--- src/rtl/frame_writer.sv ---
// frame_writer: takes the processed pixel stream from the camera controller,
// packs it into 32-bit words, buffers the words in a small FIFO and writes one
// frame to SDRAM through a single-word Avalon-MM write master.
//
// Ports:
//   clock, reset_n             pixel clock, asynchronous active-low reset
//   in_start                   start a capture (honoured in IDLE/DONE only)
//   in_base_address            byte address of word 0 (bits [1:0] forced to 0)
//   in_mode                    0 = RGB (one pixel per word), 1 = gray (four per word)
//   in_max_words               word budget for the frame
//   in_valid, in_red/green/blue/gray, in_captured   pixel stream and end of frame
//   avm_*                      Avalon-MM write master
//   out_busy, out_done         CAPTURE/FLUSH and DONE indications
//   out_overflow               sticky: a word was lost to a full FIFO
//   out_word_count             completed memory writes
module frame_writer #(
  parameter int FIFO_DEPTH = 16,
  parameter int COUNT_W    = 24
) (
  input  logic               clock,
  input  logic               reset_n,
  input  logic               in_start,
  input  logic [31:0]        in_base_address,
  input  logic               in_mode,
  input  logic [COUNT_W-1:0] in_max_words,
  input  logic               in_valid,
  input  logic [9:0]         in_red,
  input  logic [9:0]         in_green,
  input  logic [9:0]         in_blue,
  input  logic [9:0]         in_gray,
  input  logic               in_captured,
  output logic [31:0]        avm_address,
  output logic               avm_write,
  output logic [31:0]        avm_writedata,
  output logic [3:0]         avm_byteenable,
  input  logic               avm_waitrequest,
  output logic               out_busy,
  output logic               out_done,
  output logic               out_overflow,
  output logic [COUNT_W-1:0] out_word_count
);

  localparam int AW = $clog2(FIFO_DEPTH);

  typedef enum logic [1:0] {S_IDLE, S_CAPTURE, S_FLUSH, S_DONE} state_t;
  state_t state, state_nxt;

  logic [31:0]        base_q;
  logic               mode_q;
  logic [COUNT_W-1:0] max_q;
  logic [COUNT_W-1:0] accepted_q;
  logic [COUNT_W-1:0] word_count_q;
  logic               overflow_q;

  logic [1:0]         pack_cnt, pack_cnt_nxt;
  logic [23:0]        pack_data, pack_data_nxt;

  logic [35:0]        fifo_mem [FIFO_DEPTH];
  logic [AW:0]        wr_ptr, rd_ptr;
  logic               fifo_empty, fifo_full;
  logic [35:0]        fifo_head;

  logic               word_vld;
  logic [31:0]        word_data;
  logic [3:0]         word_be;
  logic               start_ok, push, drop_full, pop;
  logic [31:0]        count_bytes;

  // Low pixel bits and address bits [1:0] are intentionally discarded.
  logic unused_bits;
  assign unused_bits = ^{in_red[1:0], in_green[1:0], in_blue[1:0], in_gray[1:0],
                         in_base_address[1:0]};

  assign fifo_empty = (wr_ptr == rd_ptr);
  assign fifo_full  = (wr_ptr[AW] != rd_ptr[AW]) && (wr_ptr[AW-1:0] == rd_ptr[AW-1:0]);
  assign fifo_head  = fifo_mem[rd_ptr[AW-1:0]];

  assign start_ok  = in_start && (state == S_IDLE || state == S_DONE);
  // A word that would exceed the budget is silently discarded; only a word
  // lost to a full FIFO counts as overflow.
  assign push      = word_vld && (accepted_q != max_q) && !fifo_full;
  assign drop_full = word_vld && (accepted_q != max_q) && fifo_full;
  assign pop       = avm_write && !avm_waitrequest;

  // Packer: the incoming pixel is folded in first, then in_captured flushes
  // whatever partial gray word remains. At most one word completes per cycle.
  always_comb begin
    pack_cnt_nxt  = pack_cnt;
    pack_data_nxt = pack_data;
    word_vld      = 1'b0;
    word_data     = 32'h0;
    word_be       = 4'h0;
    if (state == S_CAPTURE) begin
      if (in_valid) begin
        if (!mode_q) begin
          word_vld  = 1'b1;
          word_data = {8'h00, in_red[9:2], in_green[9:2], in_blue[9:2]};
          word_be   = 4'b1111;
        end else if (pack_cnt == 2'd3) begin
          word_vld      = 1'b1;
          word_data     = {in_gray[9:2], pack_data};
          word_be       = 4'b1111;
          pack_cnt_nxt  = 2'd0;
          pack_data_nxt = 24'h0;
        end else begin
          pack_data_nxt[{pack_cnt, 3'b000} +: 8] = in_gray[9:2];
          pack_cnt_nxt  = pack_cnt + 2'd1;
        end
      end
      if (in_captured && pack_cnt_nxt != 2'd0) begin
        word_vld  = 1'b1;
        word_data = {8'h00, pack_data_nxt};
        case (pack_cnt_nxt)
          2'd1:    word_be = 4'b0001;
          2'd2:    word_be = 4'b0011;
          default: word_be = 4'b0111;
        endcase
        pack_cnt_nxt  = 2'd0;
        pack_data_nxt = 24'h0;
      end
    end
  end

  always_comb begin
    state_nxt = state;
    case (state)
      S_IDLE, S_DONE: if (in_start)    state_nxt = S_CAPTURE;
      S_CAPTURE:      if (in_captured) state_nxt = S_FLUSH;
      S_FLUSH:        if (fifo_empty)  state_nxt = S_DONE;
      default:                         state_nxt = S_IDLE;
    endcase
  end

  always_ff @(posedge clock or negedge reset_n) begin
    if (!reset_n) state <= S_IDLE;
    else          state <= state_nxt;
  end

  always_ff @(posedge clock or negedge reset_n) begin
    if (!reset_n) begin
      base_q       <= 32'h0;
      mode_q       <= 1'b0;
      max_q        <= '0;
      accepted_q   <= '0;
      word_count_q <= '0;
      overflow_q   <= 1'b0;
      pack_cnt     <= 2'd0;
      pack_data    <= 24'h0;
      wr_ptr       <= '0;
      rd_ptr       <= '0;
    end else if (start_ok) begin
      // FIFO is already empty in IDLE/DONE, so pointers need no clearing.
      base_q       <= {in_base_address[31:2], 2'b00};
      mode_q       <= in_mode;
      max_q        <= in_max_words;
      accepted_q   <= '0;
      word_count_q <= '0;
      overflow_q   <= 1'b0;
      pack_cnt     <= 2'd0;
      pack_data    <= 24'h0;
    end else begin
      pack_cnt  <= pack_cnt_nxt;
      pack_data <= pack_data_nxt;
      if (push) begin
        accepted_q <= accepted_q + COUNT_W'(1);
        wr_ptr     <= wr_ptr + (AW+1)'(1);
      end
      if (drop_full) overflow_q <= 1'b1;
      if (pop) begin
        word_count_q <= word_count_q + COUNT_W'(1);
        rd_ptr       <= rd_ptr + (AW+1)'(1);
      end
    end
  end

  // FIFO storage holds data only and is not reset; outputs are gated by empty.
  always_ff @(posedge clock) begin
    if (push) fifo_mem[wr_ptr[AW-1:0]] <= {word_be, word_data};
  end

  assign count_bytes    = 32'({word_count_q, 2'b00});
  assign avm_write      = !fifo_empty;
  assign avm_address    = base_q + count_bytes;
  assign avm_writedata  = fifo_empty ? 32'h0 : fifo_head[31:0];
  assign avm_byteenable = fifo_empty ? 4'h0  : fifo_head[35:32];

  assign out_busy       = (state == S_CAPTURE) || (state == S_FLUSH);
  assign out_done       = (state == S_DONE);
  assign out_overflow   = overflow_q;
  assign out_word_count = word_count_q;

endmodule

--- config.mk ---
export PLATFORM = sky130hd
export DESIGN_NAME = frame_writer
export DESIGN_NICKNAME = d
export VERILOG_FILES = /design/src/rtl/frame_writer.sv
export SDC_FILE = /design/constraint.sdc
export NUM_CORES = 1
export LEC_CHECK = 0
export CAP_MARGIN = 5
export CORE_MARGIN = 3
export CORE_UTILIZATION = 59
export DETAILED_ROUTE_END_ITERATION = 16
export GPL_ROUTABILITY_DRIVEN = 0
export GPL_TIMING_DRIVEN = 0
export PLACE_DENSITY = 0.9
export SKIP_LAST_GASP = 1
export SLEW_MARGIN = 20
export SYNTH_ARGS = -nofsm -noshare
export SYNTH_HDL_FRONTEND = slang
export SYNTH_SLANG_ARGS = --single-unit
--- constraint.sdc ---
create_clock -name clock -period 7.7 [get_ports clock]
set_clock_uncertainty 0.15 [all_clocks]
set_input_delay 0.77 -clock clock [delete_from_list [all_inputs] [get_ports clock]]
set_output_delay 0.77 -clock clock [all_outputs]
set_load 0.005 [all_outputs]
==> flow_summary.json <==
{
  "die_height_um": 236,
  "drt_pass1_iterations": 8,
  "filler_cell_count": 2922,
  "max-vdd-ir-drop_mv": 0.204,
  "pwr_density_cell_mw_per_mm2": 361,
  "worstSetupPathType": "reg2reg",
  "seq_area_mm2": 0.0209,
  "min_path_cells": 2,
  "fin_crit_sh_pct": 78.4,
  "nNetsFinal": 2426,
  "synth_edf_count": 576,
  "worstReg2RegEnd": "fifo_mem[3][19]",
  "cp-end-kind": "register",
  "core.rowCount": 83,
  "static-leakage-power_nw": 13.4,
  "synth.area.top_cells": "edfxtp_1 (55%), mux4_2 (13%), dfrtp_1 (11%), nand2_1 (3.0%), ha_1 (1.7%)",
  "clock_path_buffers": 3,
  "die_w_um": 236,
  "tritoncts": "yes",
  "netlist_instances": 1988,
  "synth_top_family_by_area": "multiplexers",
  "fin_crit_ns": 6.04,
  "seq_area_frac_synth_pct": 66.8,
  "avgSynthCellArea_um2": 15.7,
  "grt_max_degree": 74,
  "critPathArrivalTime_ns": 6.20,
  "core_area_mm2": 0.0518,
  "synth-compound-area-share_pct": 5.59,
  "dpl.hpwl_um": 54600,
  "maxCapViolCount": 0,
  "avgRoutedWirePerCell_um": 29.9,
  "clk_pin_slew_ns": 0.06,
  "drtAntennaViolNets": 0,
  "io_buffers": 186,
  "drt_wl_total_um": 90400,
  "gr-total-overflow": 0,
  "min_from": "base_q[9]",
  "drcViolationCount": 0,
  "yosysMostFrequentCell": "edfxtp_1",
  "r2r_slack_ns": 1.66,
  "cp_slowest_cell": "nor3_2",
  "max_clock_freq_mhz": 166,
  "synth_warnings": 0,
  "drtIter0Drc": 3351,
  "ff2ff_path_depth": 15,
  "slew_viol_final": 0,
  "whs_endpoint": "base_q[9]",
  "synth_seq_cells": 718,
  "slew_headroom_pct": 23.1,
  "start_util_pct": 60.2,
  "start_kind": "register",
  "status": "finished clean",
  "gr-usage-all-layers_pct": 32.6,
  "syn-cell-area_mm2": 0.0312,
  "yosys.area_share.simple_pct": 8.17,
  "muxShareOfSynthArea_pct": 13.3,
  "num_io_pins": 199,
  "r2r-start": "pack_cnt[0]",
  "rsz0062_at_grt": "false",
  "cts_root_buffer": "clkbuf_16",
  "clk_latency_ns": 0.64,
  "dieArea_mm2": 0.0557,
  "multiInputGateArea_mm2": 0.00980,
  "synth_adder_area_share_pct": 1.79,
  "path_cells": "ha_1 -> clkbuf_1 -> nor3_1 -> a21o_1 -> inv_1 -> ha_1 -> nor2b_1 -> a21oi_1 -> nand2b_1 -> a211oi_2 -> clkbuf_1 -> nand2_1 -> nor3_2 -> buf_4 -> buf_4",
  "synth_xor_area_share_pct": 2.24,
  "path_max_fanout": 10,
  "final_core_util_pct": 71.2,
  "synthDistinctLibCells": 69,
  "synthTopCellsByCount": "edfxtp_1 (576), nand2_1 (246), mux4_2 (180)",
  "grt_pass1_wl_um": 135000,
  "area.growth.synth_to_final_pct": 18.1,
  "h-tree-depth": 3,
  "synth_top_cell_area_share_pct": 55.4,
  "crit_buf_inv": 5,
  "setup_viol": 0,
  "synth_area_leader_cell": "edfxtp_1",
  "min_path_type": "reg2reg",
  "max_stage_delay_ns": 0.65,
  "hold_viol": 0,
  "grt_antenna_before_repair": 1,
  "vias_per_cell": 6.90,
  "async_flop_share_pct": 19.8,
  "yosys_most_used_dff": "edfxtp_1",
  "cts-resized-gates": 0,
  "worstPathRequired_ns": 7.87,
  "finalSetupTns_ns": 0,
  "cp_top_family": "simple AND/OR/NAND/NOR gates",
  "grt_pass1_vias": 21500,
  "drive_gt1_share_pct": 16.3,
  "worst_slew_pin_slew_ns": 1.15,
  "cts.sinks": 718,
  "cts_inserted_buffers": 73,
  "vias": 20900
}
[registers in the layout, summed over array words and instances (netlist names)]
name and cells:
accepted_q 24, base_q 30, fifo_mem 576, max_q 24, mode_q 1, out_overflow 1, out_word_count 24, pack_cnt 2
pack_data 24, rd_ptr 5, state 2, wr_ptr 5
[cells in the final DEF (no fill, tap or decap), types with 8 or more instances in the layout]
| cell type | n |
|---|---|
| a22o_1 | 27 |
| inv_1 | 48 |
| nand2_1 | 246 |
| clkbuf_16 | 76 |
| a221oi_1 | 24 |
| xnor2_1 | 52 |
| a21o_1 | 10 |
| nor3_1 | 13 |
| buf_1 | 8 |
| clkinv_2 | 10 |
| edfxtp_1 | 576 |
| dfrtp_1 | 142 |
| clkdlybuf4s50_1 | 185 |
| xor2_1 | 24 |
| nor2_1 | 85 |
| buf_2 | 22 |
| nand4_1 | 27 |
| o21ai_0 | 47 |
| or3_1 | 10 |
| and4_1 | 14 |
| mux4_2 | 180 |
| a21oi_1 | 68 |
| ha_1 | 43 |
| a31oi_1 | 11 |
| nand3_1 | 28 |
| buf_4 | 20 |
| o211ai_1 | 10 |
| clkbuf_1 | 98 |
| and2_1 | 54 |
| and3_1 | 14 |
| nand2b_1 | 9 |
[how the worst max path moves through the flow]
stage / cells past startpoint / from / slack [ns] / to
after CTS: 15 / pack_cnt[0] / 2.11 / fifo_mem[1][21]
after global placement: 13 / in_valid / -1.97 / fifo_mem[0][18]
after global routing: 15 / pack_cnt[0] / 1.44 / fifo_mem[1][19]
after detailed placement: 15 / in_valid / 1.85 / fifo_mem[0][18]
after floorplan: 12 / in_valid / 2.06 / fifo_mem[0][0]
final: 15 / pack_cnt[0] / 1.66 / fifo_mem[3][19]
[layout make-up]
type                       instances  area share [%]
inverter                          50           0.509
multi-input combinational       1108            26.6
tap                              680            2.31
buffer                           113            1.29
clock buffer                     105            5.64
clock inverter                    31            1.04
sequential                       718            56.5
timing repair buffer             215            6.07
antenna                            2          0.0136
[what timing repair did]
item / CTS / global route
hold endpoints to repair: 24 / 0
hold buffers: 1 / 0
buffers inserted: 0 / 0
[power by group]
part | switching [mW] | leakage, nW | total [mW] | internal, mW
clock network | 1.56 | 1.21 | 3.70 | 2.14
logic | 2.59 | 4.94 | 4.72 | 2.13
registers | 0.224 | 7.30 | 4.89 | 4.66
[tightest hold or removal path, stage by stage (launching register included)]
cell,delay [ns]
dfrtp_1,0.34
nand2_1,0.05
nand2_1,0.06
[metal layers]
| metal | share of wire (%) | wire [um] | track usage [%] | up-vias |
|---|---|---|---|---|
| met5 | 0.048 | 43 | 0 | - |
| met4 | 6.1 | 5500 | 16.4 | 2 |
| met3 | 12 | 11200 | 10.1 | 492 |
| met2 | 49 | 44100 | 53.2 | 1829 |
| met1 | 33 | 29600 | 39.5 | 10200 |
| li1 | - | - | - | 8303 |
[cell families (layout without fill, tap and decap cells)]
kind of cell               after synthesis  count (layout)
DFF                                    718             718
and+or+nand+nor                        540             540
AOI/OAI and AO/OA                      255             255
muxes                                  189             189
buffers and inverters                  163             514
xor gates and xnor gates                78              78
adders and majority gates               44              44
other                                    1               4
[through the flow]
stage          std cells  setup WS [ns]  total power [mW]  cell area, um^2  hold slack [ns]
2_1_floorplan       1989           2.06              7.62            31200            0.300
3_3_place_gp        2855          -1.97              9.22            33900            0.316
3_5_place_dp        2883           1.85              9.50            34400            0.317
4_1_cts             3020           2.11              13.2            36900            0.335
5_1_grt             3020           1.44              13.7            36900            0.356
6_report            3022           1.66              13.3            36900            0.330
Power figures use the tool's default switching activity.
